===== src/rtl/piso_tx_8bit.sv =====
// 8-bit parallel-in serial-out UART-style transmitter: start, 8 data bits LSB first, stop.
// Optional even-parity bit between data and stop when PIPO_PARITY_EN is defined.
module piso_tx_8bit #(
    parameter int unsigned CLKS_PER_BIT = 4
) (
    input  logic       CLK,
    input  logic       RST,
    input  logic       load,
    input  logic [7:0] data_in,
    output logic       tx_out,
    output logic       busy,
    output logic       done
);

    localparam int unsigned DATA_W = 8;
    localparam int unsigned CNT_W  = 8;
    localparam int unsigned IDX_W  = 3;

    localparam logic [CNT_W-1:0] CNT_LAST = CNT_W'(CLKS_PER_BIT - 1);
    localparam logic [IDX_W-1:0] IDX_LAST = IDX_W'(DATA_W - 1);

    typedef enum logic [2:0] {
        S_IDLE   = 3'd0,
        S_START  = 3'd1,
        S_DATA   = 3'd2,
`ifdef PIPO_PARITY_EN
        S_PARITY = 3'd3,
`endif
        S_STOP   = 3'd4
    } state_t;

    state_t             state;
    state_t             state_next;

    logic [DATA_W-1:0]  shift_q;
    logic [DATA_W-1:0]  shift_next;
    logic [CNT_W-1:0]   cnt_q;
    logic [CNT_W-1:0]   cnt_next;
    logic [IDX_W-1:0]   idx_q;
    logic [IDX_W-1:0]   idx_next;
    logic               tx_next;
    logic               busy_next;
    logic               done_next;
    logic               bit_tick;

`ifdef PIPO_PARITY_EN
    logic               par_q;
    logic               par_next;
`endif

    // Last cycle of the current bit period.
    assign bit_tick = (cnt_q == CNT_LAST);

    always_ff @(posedge CLK) begin
        if (!RST) begin
            state <= S_IDLE;
        end else begin
            state <= state_next;
        end
    end

    always_comb begin
        state_next = state;
        case (state)
            S_IDLE: begin
                if (load) begin
                    state_next = S_START;
                end
            end
            S_START: begin
                if (bit_tick) begin
                    state_next = S_DATA;
                end
            end
            S_DATA: begin
                if (bit_tick && (idx_q == IDX_LAST)) begin
`ifdef PIPO_PARITY_EN
                    state_next = S_PARITY;
`else
                    state_next = S_STOP;
`endif
                end
            end
`ifdef PIPO_PARITY_EN
            S_PARITY: begin
                if (bit_tick) begin
                    state_next = S_STOP;
                end
            end
`endif
            S_STOP: begin
                if (bit_tick) begin
                    state_next = S_IDLE;
                end
            end
            default: begin
                state_next = S_IDLE;
            end
        endcase
    end

    // Next datapath values; outputs are derived from the next state so they
    // appear in the same cycle the state is entered.
    always_comb begin
        shift_next = shift_q;
        cnt_next   = '0;
        idx_next   = idx_q;
        tx_next    = 1'b1;
        busy_next  = 1'b0;
        done_next  = 1'b0;
`ifdef PIPO_PARITY_EN
        par_next   = par_q;
`endif

        if (state == S_IDLE) begin
            if (load) begin
                shift_next = data_in;
                idx_next   = '0;
`ifdef PIPO_PARITY_EN
                par_next   = ^data_in;
`endif
            end
        end else if (!bit_tick) begin
            cnt_next = cnt_q + CNT_W'(1);
        end

        if ((state == S_DATA) && bit_tick) begin
            shift_next = {1'b0, shift_q[DATA_W-1:1]};
            idx_next   = idx_q + IDX_W'(1);
        end

        done_next = (state == S_STOP) && bit_tick;
        busy_next = (state_next != S_IDLE);

        case (state_next)
            S_IDLE:   tx_next = 1'b1;
            S_START:  tx_next = 1'b0;
            S_DATA:   tx_next = shift_next[0];
`ifdef PIPO_PARITY_EN
            S_PARITY: tx_next = par_q;
`endif
            S_STOP:   tx_next = 1'b1;
            default:  tx_next = 1'b1;
        endcase
    end

    always_ff @(posedge CLK) begin
        if (!RST) begin
            shift_q <= '0;
            cnt_q   <= '0;
            idx_q   <= '0;
            tx_out  <= 1'b1;
            busy    <= 1'b0;
            done    <= 1'b0;
`ifdef PIPO_PARITY_EN
            par_q   <= 1'b0;
`endif
        end else begin
            shift_q <= shift_next;
            cnt_q   <= cnt_next;
            idx_q   <= idx_next;
            tx_out  <= tx_next;
            busy    <= busy_next;
            done    <= done_next;
`ifdef PIPO_PARITY_EN
            par_q   <= par_next;
`endif
        end
    end

endmodule


===== config.mk =====
export PLATFORM = sky130hd
export DESIGN_NAME = piso_tx_8bit
export DESIGN_NICKNAME = d
export VERILOG_FILES = /design/src/rtl/piso_tx_8bit.sv
export SDC_FILE = /design/constraint.sdc
export NUM_CORES = 1
export LEC_CHECK = 0
export ABC_AREA = 1
export CORE_MARGIN = 5
export CORE_UTILIZATION = 30
export DETAILED_ROUTE_END_ITERATION = 10
export MAX_ROUTING_LAYER = met4
export SKIP_LAST_GASP = 1
export SLEW_MARGIN = 10
export SYNTH_ARGS = -nofsm -noshare
export SYNTH_HDL_FRONTEND = slang
export SYNTH_SLANG_ARGS = --single-unit

===== constraint.sdc =====
create_clock -name CLK -period 1.3 [get_ports CLK]
set_input_delay 0.26 -clock CLK [delete_from_list [all_inputs] [get_ports CLK]]
set_output_delay 0.26 -clock CLK [all_outputs]
set_load 0.02 [all_outputs]

-- Word level (Yosys, flattened, before mapping)
Index checks and enable logic that the tools add are counted.
- add/subtract/negate cells: 2
- equality and inequality tests: 7
- mux-type cells: 12
- bitwise operators: 1
- reductions and logical operators: 11
- operator list (cell ; count):
    $mux 3 ; 7
    $mux 7 ; 3
    $pmux 3 s4 ; 1
    $add 8x1->8 const B ; 1
    $eq 8x2->1 const B ; 1
    $eq 3x1->1 const B ; 2
    $eq 3x2->1 const B ; 2
    $eq 3x3->1 const B ; 2
    $reduce_and 2->1 ; 2
    $reduce_bool 2->1 ; 2
    $add 3x1->3 const B ; 1
    $logic_and 1x1->1 ; 3
    $logic_not 3->1 ; 1
    $reduce_bool 3->1 ; 1
    $reduce_or 3->1 ; 1
    $pmux 1 s2 ; 1
    $reduce_or 2->1 ; 1
    $not 1->1 ; 1
- flip-flop bits (word level): 25
- input port bits: 11
- output and inout bits: 3
- logic and storage cells: 42

-- Longest topological paths before layout
Gate-level depths: netlist of the first run.
- depth in word-level cells: 6
- depth in mapped cells: 9

-- Least setup slack after synthesis of the first run
No wires, ideal clock.
- path kind: reg-to-reg
- start: reg cnt_q[0]
- end: reg shift_q[1]
- arrival: 1.203 ns
- required time: 1.185 ns
- slack: -0.018 ns
- cell stages (with the launch flop): 8
- period minus slack after synthesis: 1.318 ns
- cells stage by stage: dfxtp_1 -> ha_1 -> nand2_1 -> nor2_2 -> nand3_2 -> buf_6 -> o21ai_1 -> nor2_1
- cells in the longest elaborated chain, start to end: 4
- elaborated cells on any way between the ends: 6
- ends and longest elaborated chain (element ; line ; RTL):
    start, declared ; 37 ; logic [CNT_W-1:0] cnt_q;
    start signal, assigned ; 160 ; cnt_q <= cnt_next;
    $eq 8x2->1 (*) ; 52 ; assign bit_tick = (cnt_q == CNT_LAST);
    $logic_and 1x1->1 (*) ; 127 ; if ((state == S_DATA) && bit_tick) begin
    $reduce_bool 2->1 (no source line) ; - ;
    $reduce_and 2->1 (no source line) ; - ;
    end signal, assigned ; 159 ; shift_q <= shift_next;
    end, declared ; 35 ; logic [DATA_W-1:0] shift_q;
Mark *: on every way between the ends. The rest lies on a longest branch, timed or not.
A chain may end at the register's enable or synchronous reset.

-- Worst setup path in the final report of the first run
- start: reg cnt_q[0]
- end: reg shift_q[5]
The elaborated chain is that of the path after synthesis.

==> impl_metrics.ini, run 1 <==
[status]
status = finished clean

[cells_and_area]
nFillCells = 422
nets = 201
drive_gt1_share_pct = 25.3
final_util_pct = 39.9
final_cells = 236
area_growth_syn_to_layout_pct = 30.6
diodes = 0

[clocking]
cts_buffers = 3
cts_hold_buf = 0
clock_latency_ps = 260
htree_levels = 1
cts_tree = done
path_clk_slew_ps = 90
clock-sinks = 25
root_buffer = clkbuf_8
clockBufferDepth = 2

[synth]
synth_most_common_cell = nand2_1
syn_nets = 180
synth_commonest_cells = nand2_1, dfxtp_1, nor2_1
ys.flop_type = dfxtp_1
postSynthCellCount = 166
async_reset_ff_share_pct = 0
syn-cell-area_sq_mm = 0.00120
synth_cell_types = 24
synth.avg_cell_area_sq_um = 7.26
synth_warnings = 0
seq_area_frac_synth_pct = 41.5
yosys-top-cells-area = dfxtp_1, nand2_1, a21oi_1
synth_seq_cells = 25
synth_edf_count = 0
yosys.area.top_type = dfxtp_1
synth_top_area_share_pct = 41.5

[power]
p_int_uw = 1090
p_clk_share_pct = 31.6
power.share.switching_pct = 24.1
power.density_mw_per_mm2 = 911
p_sw_uw = 346
sequentialPowerShare_pct = 56.3
leakage_uw = 0.000703
combPwrFrac_pct = 12.2
vdd_drop_max_uv = 587

[global_route]
gr-total-overflow = 0
antenna_found_initial = 0
grt_max_degree = 17
grt_pass1_wl_um = 4200
grt_usage_pct = 10.1
grt_pass1_vias = 976

[drt]
dr_total_vias = 1046
first_iter_violations = 77
drc = 0
wl_per_cell_um = 9.86
vias_per_cell = 4.43
first_pass_iters = 4
wirelength_um = 2330
ant_nets = 0

[floorplanning]
die_y_um = 73.4
num_rows = 23
ioPinCount = 14
die_width_um = 73.4
fp.dieArea_sq_mm = 0.00538
coreArea_sq_mm = 0.00394
initial_core_util_pct = 30.6

[placement]
dp_hpwl_um = 1740
gp_routability_congestion = 0.747
placed_cells = 231
portBuffers = 13

[timing]
period_share_pct = 95.4
max-slew-margin-rel_pct = 81.5
tightest_slew_ps = 277
fmax_mhz = 807
hold_violations = 0
setup-violations-final = 0
hold_ws_ps = 476
worst_clock_skew_ps = 3.96
rsz0062_at_grt = true
slew_violations = 0
setup_tns_ps = 0
period_needed_ps = 1240

[hold_path]
hold_class = reg2reg
hold_path_depth = 2

[worst_setup_path]
path_class = reg2reg
critical_path_arrival_ps = 1410
crit_path_end_kind = flop
slowest_stage = dfxtp_2
critPathMaxFanout = 16
slowest_delay_ps = 360
startpoint_type = flop
cp_cell_sequence = ha_4 -> nand2_4 -> nor2_4 -> nand3_4 -> buf_12 -> o21ai_1 -> nor2_1
worstRegToRegCells = 7
required_ps = 1470

[job]
drv_cap = 0
==> flip-flops by register name, indices dropped and copies added (netlist names) <==
signal   cells
cnt_q        8
shift_q      8
idx_q        3
state        3
busy         1
done         1
tx_out       1
==> path summary, 6_finish.rpt <==
kind	start	endpoint	slack, ps
max	cnt_q[0]$_SDFF_PP0_	shift_q[5]$_SDFFE_PN0P_	60
min	shift_q[7]$_SDFFE_PP0P_	shift_q[7]$_SDFFE_PP0P_	480
max reg2reg	cnt_q[0]$_SDFF_PP0_	shift_q[5]$_SDFFE_PN0P_	60
min reg2reg	shift_q[7]$_SDFFE_PP0P_	shift_q[7]$_SDFFE_PP0P_	480
==> what timing repair did <==
| item | 4_1_cts | 5_1_grt |
|---|---|---|
| resized for setup | 10 | 21 |
| endpoints found under the setup margin | 16 | 14 |
| pin swaps | 2 | 8 |
| setup buffers | 0 | 1 |
| hold endpoints to repair | 0 | 0 |
==> cell type report <==
type | count | area, sq um | area share (%)
timing repair buffer | 19 | 184 | 11.7
multi-input combinational | 121 | 711 | 45.2
tap | 50 | 62.6 | 3.97
clock buffer | 3 | 41.3 | 2.62
clock inverter | 1 | 5.00 | 0.318
inverter | 17 | 63.8 | 4.05
sequential | 25 | 507 | 32.2
==> critical path, delay by kind of cell, from the launching register on <==
| kind | cells | cell delay [ps] |
|---|---|---|
| flip-flops | 1 | 360 |
| AO/OA/AOI/OAI | 1 | 120 |
| adder cells (fa/ha/maj) | 1 | 160 |
| buffers and inverters | 1 | 160 |
| AND/OR/NAND/NOR | 4 | 330 |
==> cell usage in the layout (no fill, tap or decap) <==
cell type,count
o21ai_1,2
a21oi_2,4
or2_2,1
o21ai_0,1
ha_4,1
nor4_1,1
nor3_1,2
inv_2,6
buf_12,1
dfxtp_1,20
clkdlybuf4s50_1,10
nand3_1,10
inv_1,11
nand3_4,3
nor2_8,1
a21oi_1,11
o21ai_2,5
dfxtp_2,5
clkinv_2,1
buf_4,5
dlygate4sd2_1,3
ha_1,2
nor3b_1,1
nor2_1,18
xor2_1,1
nand2_4,2
nand2_2,3
nor2_4,5
nor3b_2,1
nand2_1,46
clkbuf_8,3
==> power by group through the flow <==
stage	Combinational [uW]	Sequential [uW]	Clock [uW]
2_1_floorplan	96.8	827	0
3_3_place_gp	173	822	0
3_5_place_dp	172	822	0
4_1_cts	169	806	470
5_1_grt	195	810	511
6_report	174	807	452
==> metal layers <==
metal | GRT usage [%] | routed length (um)
met5 | - | 0
met4 | 2.41 | 14
met3 | 3.15 | 145
met2 | 15.9 | 1100
met1 | 12.6 | 1070
==> logic make-up (layout without fill, tap and decap cells) <==
| kind of cell | after synthesis | in the layout | synth area share, % |
|---|---|---|---|
| and+or+nand+nor | 94 | 94 | 37.6 |
| DFF | 25 | 25 | 41.5 |
| AOI/OAI and AO/OA | 23 | 23 | 9.55 |
| buffers and inverters | 20 | 40 | 7.48 |
| adders and majority gates | 3 | 3 | 3.12 |
| xor gates and xnor gates | 1 | 1 | 0.727 |
==> through the flow <==
stage          cell area [sq um]  total power, uW  worst slack (ps)
5_1_grt                     1570             1520             -27.1
3_5_place_dp                1420              994              -180
4_1_cts                     1500             1440             -19.7
6_report                    1570             1430              60.4
3_3_place_gp                1420              995              -154
2_1_floorplan               1210              923              10.1
Power figures use the tool's default switching activity.
==> inputs of run 2 (changes only) <==
--- a/config.mk
+++ b/config.mk
@@ -6,10 +6,13 @@
 export NUM_CORES = 1
 export LEC_CHECK = 0
 export ABC_AREA = 1
+export CELL_PAD_IN_SITES_DETAIL_PLACEMENT = 1
+export CELL_PAD_IN_SITES_GLOBAL_PLACEMENT = 1
 export CORE_MARGIN = 5
 export CORE_UTILIZATION = 30
 export DETAILED_ROUTE_END_ITERATION = 10
 export MAX_ROUTING_LAYER = met4
+export PLACE_DENSITY_LB_ADDON = 0.1
 export SKIP_LAST_GASP = 1
 export SLEW_MARGIN = 10
 export SYNTH_ARGS = -nofsm -noshare
==> run 2 against run 1 <==
The run now ends with setup timing left. Worst setup slack got worse by 74 ps. Total power increased by 3.2%. Critical path type unchanged. Clock power increased by 4%. Critical endpoint is now idx_q[1]$_SDFFE_PN0P_. Largest cell class unchanged.
==> impl_metrics.ini, run 2 (synthesis gave the netlist of run 1 again) <==
[placement]
placed_cells = 233
portBuffers = 13
place_ws_ps = -229
gp_routability_congestion = 0.753
dp_hpwl_um = 2320

[clocking]
clockBufferDepth = 2
path_clk_slew_ps = 90
cts_tree = done
cts_hold_buf = 0
htree_levels = 1
cts_buffers = 3
root_buffer = clkbuf_8
clock_latency_ps = 270
clock-sinks = 25

[timing]
max-slew-margin-rel_pct = 81.5
rsz0062_at_grt = true
period_share_pct = 101
slew_violations = 0
fmax_mhz = 761
setup_tns_ps = -23.5
setup-violations-final = 2
hold_violations = 0
worst_clock_skew_ps = 2.32
period_needed_ps = 1310
setup_ws_ps = -13.4
tightest_slew_ps = 275

[drt]
drc = 0
dr_total_vias = 1133
first_iter_violations = 40
wl_per_cell_um = 13.1
wirelength_um = 3160
ant_nets = 0
vias_per_cell = 4.68
first_pass_iters = 2

[cells_and_area]
diodes = 0
nFillCells = 485
nets = 207
final_cells = 242
final_common_cell = nand2_1
final_cell_mix = nand2_1, dfxtp_1, nor2_1
area_growth_syn_to_layout_pct = 41.4
final_util_pct = 43.2
drive_gt1_share_pct = 32.8
reg_top3 = cnt_q: 8 flops, shift_q: 8 flops

[floorplanning]
die_y_um = 73.4
fp.dieArea_sq_mm = 0.00538
coreArea_sq_mm = 0.00394
num_rows = 23
initial_core_util_pct = 30.6
die_width_um = 73.4
ioPinCount = 14

[power]
sequentialPowerShare_pct = 54.7
p_sw_uw = 382
p_int_uw = 1100
power.share.switching_pct = 25.8
combPwrFrac_pct = 13.5
power.density_mw_per_mm2 = 868
leakage_uw = 0.000746
p_clk_share_pct = 31.8
total_power_uw = 1480
vdd_drop_max_uv = 347

[status]
status = complete, but fails checks
failed_checks = setup timing

[worst_setup_path]
cp_cell_sequence = ha_4 -> nand2_4 -> nor2_4 -> nand3_4 -> buf_6 -> buf_6 -> nand3_2 -> a21oi_2
slowest_delay_ps = 360
startpoint_type = flop
cp-startpoint = cnt_q[0]$_SDFF_PP0_
critical_path_arrival_ps = 1490
critPathMaxFanout = 4
path_class = reg2reg
worstRegToRegCells = 8
reg2reg_to = idx_q[1]$_SDFFE_PN0P_
endpoint = idx_q[1]$_SDFFE_PN0P_
slowest_stage = dfxtp_2
regToRegStartpoint = cnt_q[0]$_SDFF_PP0_
required_ps = 1470
crit_path_end_kind = flop
regToRegSetupSlack_ps = -10
crit_top_cell = buf_6
path_depth = 8
cp_top_family = simple AND/OR/NAND/NOR gates
cp_num_buf_inv = 2

[global_route]
grt_pass1_wl_um = 5480
grt_usage_pct = 13.3
grt_max_degree = 15
grt_pass1_vias = 1239
gr-total-overflow = 0
antenna_found_initial = 0

[hold_path]
hold_class = reg2reg

[job]
drv_cap = 0
run 2: area by class of cell:
type | instances | area [sq um] | area share, %
clock buffer | 3 | 41.3 | 2.42
clock inverter | 1 | 5.00 | 0.294
inverter | 17 | 66.3 | 3.89
multi-input combinational | 121 | 763 | 44.8
sequential | 25 | 505 | 29.7
tap | 50 | 62.6 | 3.67
timing repair buffer | 25 | 260 | 15.3
run 2: timing repair:
| action | 4_1_cts | 5_1_grt |
|---|---|---|
| endpoints found under the setup margin | 22 | 19 |
| cloned | 1 | 0 |
| gates resized for setup | 22 | 28 |
| setup buffers | 4 | 0 |
| pin swaps | 9 | 8 |
run 2: how the worst min path moves through the flow:
stage / slack, ps / endpoint / start / depth (start not counted)
6_report: 490 / shift_q[7]$_SDFFE_PP0P_ / shift_q[7]$_SDFFE_PP0P_ / 2
5_1_grt: 500 / shift_q[7]$_SDFFE_PP0P_ / shift_q[7]$_SDFFE_PP0P_ / 2
4_1_cts: 480 / shift_q[7]$_SDFFE_PP0P_ / shift_q[7]$_SDFFE_PP0P_ / 2
3_5_place_dp: 460 / shift_q[7]$_SDFFE_PP0P_ / shift_q[7]$_SDFFE_PP0P_ / 2
3_3_place_gp: 450 / shift_q[7]$_SDFFE_PP0P_ / shift_q[7]$_SDFFE_PP0P_ / 2
2_1_floorplan: 380 / state[2]$_SDFF_PN0_ / RST / 2
run 2: power groups by stage:
| stage | clock network (uW) | logic (uW) | registers [uW] |
|---|---|---|---|
| 4_1_cts | 498 | 183 | 807 |
| 5_1_grt | 524 | 223 | 812 |
| 6_report | 470 | 200 | 809 |
| 2_1_floorplan | 0 | 96.8 | 827 |
| 3_5_place_dp | 0 | 180 | 822 |
| 3_3_place_gp | 0 | 174 | 821 |
run 2: worst reg2reg max path: stages (launching register included):
cell and delay [ps]:
dfxtp_2 360, ha_4 160, nand2_4 60, nor2_4 120, nand3_4 130, buf_6 150, buf_6 120, nand3_2 60
a21oi_2 50
run 2: metrics by stage:
| step | hold slack (ps) | instance area (sq um) |
|---|---|---|
| after global routing | 501 | 1700 |
| after global placement | 453 | 1440 |
| after CTS | 477 | 1610 |
| after floorplan | 376 | 1210 |
| final | 486 | 1700 |
| after detailed placement | 462 | 1440 |
run 2: per-layer routing:
layer / wire length, um / global-route usage, % / vias up
li1: - / - / 583
met1: 1430 / 16.1 / 534
met2: 1610 / 22.6 / 12
met3: 80 / 2.05 / 4
met4: 43 / 4.23 / 0
met5: 0 / - / -
==> inputs of run 3 (changes only) <==
--- a/config.mk
+++ b/config.mk
@@ -8,7 +8,7 @@
 export ABC_AREA = 1
 export CELL_PAD_IN_SITES_DETAIL_PLACEMENT = 1
 export CELL_PAD_IN_SITES_GLOBAL_PLACEMENT = 1
-export CORE_MARGIN = 5
+export CORE_MARGIN = 2
 export CORE_UTILIZATION = 30
 export DETAILED_ROUTE_END_ITERATION = 10
 export MAX_ROUTING_LAYER = met4
==> run 3 against run 2 <==
Maximum frequency is 2.6% lower. Clock power is 0.9% lower. Critical path type unchanged. The flow still finishes with violations (setup timing). Final area is 2.4% higher. Global-route usage is 2.4 points higher. Utilization is 1.0 points higher.
==> impl_metrics.ini, run 3 (synthesis gave the netlist of run 1 again) <==
[clocking]
root_buffer = clkbuf_8
cts_hold_buf = 0
clockBufferDepth = 2
cts_tree = done
clock-sinks = 25
clock_latency_ps = 270
htree_levels = 1
cts_buffers = 3
path_clk_slew_ps = 90

[power]
leakage_uw = 0.000758
power.density_mw_per_mm2 = 850
vdd_drop_max_uv = 483

[placement]
place_ws_ps = -247
dp_hpwl_um = 2200
gp_routability_congestion = 0.778
portBuffers = 13

[drt]
wl_met1_um = 1450
first_iter_violations = 29
dr_total_vias = 1158
top_layer_used = met4
wl_met3_um = 62
ant_nets = 0
wl_per_cell_um = 13.2
drc = 0
first_pass_iters = 4
wl_met2_um = 1680
vias_per_cell = 4.73
wirelength_um = 3230

[cells_and_area]
nets = 210
drive_gt1_share_pct = 34.4
diodes = 0
reg_top3 = cnt_q: 8 flops, shift_q: 8 flops
final_cell_mix = nand2_1, dfxtp_1, nor2_1
area_growth_syn_to_layout_pct = 44.9
final_common_cell = nand2_1

[floorplanning]
die_y_um = 67.4
ioPinCount = 14
die_width_um = 67.4
coreArea_sq_mm = 0.00394
fp.dieArea_sq_mm = 0.00454
initial_core_util_pct = 30.6
num_rows = 23

[global_route]
gr-total-overflow = 0
grt_pass1_vias = 1134
grt_max_degree = 14
grt_usage_pct = 15.7
grt_pass1_wl_um = 5200
antenna_found_initial = 0

[timing]
tightest_slew_ps = 297
setup-violations-final = 5
max-slew-margin-rel_pct = 80.1
rsz0062_at_grt = true
hold_violations = 0
worst_clock_skew_ps = 2.08
period_needed_ps = 1350
slew_violations = 0
period_share_pct = 104
setup_tns_ps = -150
setup_ws_ps = -48.0
fmax_mhz = 742

[worst_setup_path]
path_class = reg2reg
slowest_stage = dfxtp_1
required_ps = 1470
startpoint_type = flop
critical_path_arrival_ps = 1520
crit_top_cell = buf_6
slowest_delay_ps = 340
cp_cell_sequence = inv_2 -> nand2_1 -> nor2_4 -> nand3_4 -> buf_6 -> buf_6 -> nand3_2 -> a21oi_2
crit_path_end_kind = flop
critPathMaxFanout = 4

[job]
drv_cap = 0

[status]
status = complete, but fails checks
failed_checks = setup timing

[hold_path]
hold_class = reg2reg
-- run 3: final cells by class --
class	count	area (sq um)
Inverter	17	66.3
Tap cell	50	62.6
Fill cell	481	2200
Clock buffer	4	45.0
Sequential cell	25	507
Timing Repair Buffer	28	279
Multi-Input combinational cell	121	786
-- run 3: where the power goes --
group	leakage [uW]	switching (uW)	internal, uW
Clock	0.0000228	247	219
Combinational	0.000530	115	95.5
Sequential	0.000206	16.0	791
-- run 3: timing repair --
item / 4_1_cts / 5_1_grt
resized for setup: 17 / 37
endpoints found under the setup margin: 19 / 22
cloned: 1 / 0
pin swaps: 6 / 18
endpoints found under the hold margin: 0 / 0
setup buffers: 2 / 5
-- run 3: per-layer routing --
metal  up-vias  track usage [%]
li1        584                -
met4         0             5.36
met5         -                -
met2        12             26.0
met1       558             19.4
met3         4             2.50
-- run 3: stage by stage --
step                total power, uW  cell area (sq um)  hold slack, ps  util (%)  instances
global route                   1570               1750             503      44.3        245
finish                         1480               1750             485      44.3        245
detailed placement             1000               1440             467      36.5        233
global placement                996               1440             451      36.5        233
floorplan                       923               1210             376         -        166
CTS                            1470               1580             481      40.1        240
-- run 3: worst paths after layout --
kind,startpoint,to,slack (ps),depth (start not counted)
min,idx_q[1]$_SDFFE_PN0P_,idx_q[1]$_SDFFE_PN0P_,490,2
min reg2reg,idx_q[1]$_SDFFE_PN0P_,idx_q[1]$_SDFFE_PN0P_,490,2
max reg2reg,state[0]$_SDFF_PN0_,idx_q[2]$_SDFFE_PN0P_,-50,8
max,state[0]$_SDFF_PN0_,idx_q[2]$_SDFFE_PN0P_,-50,8
-- run 3: worst max-delay path, delay by kind of cell, from the launching register on --
kind,cells,cell delay [ps]
AO/OA/AOI/OAI,1,50
buffers and inverters,3,360
flip-flops,1,340
AND/OR/NAND/NOR,4,490
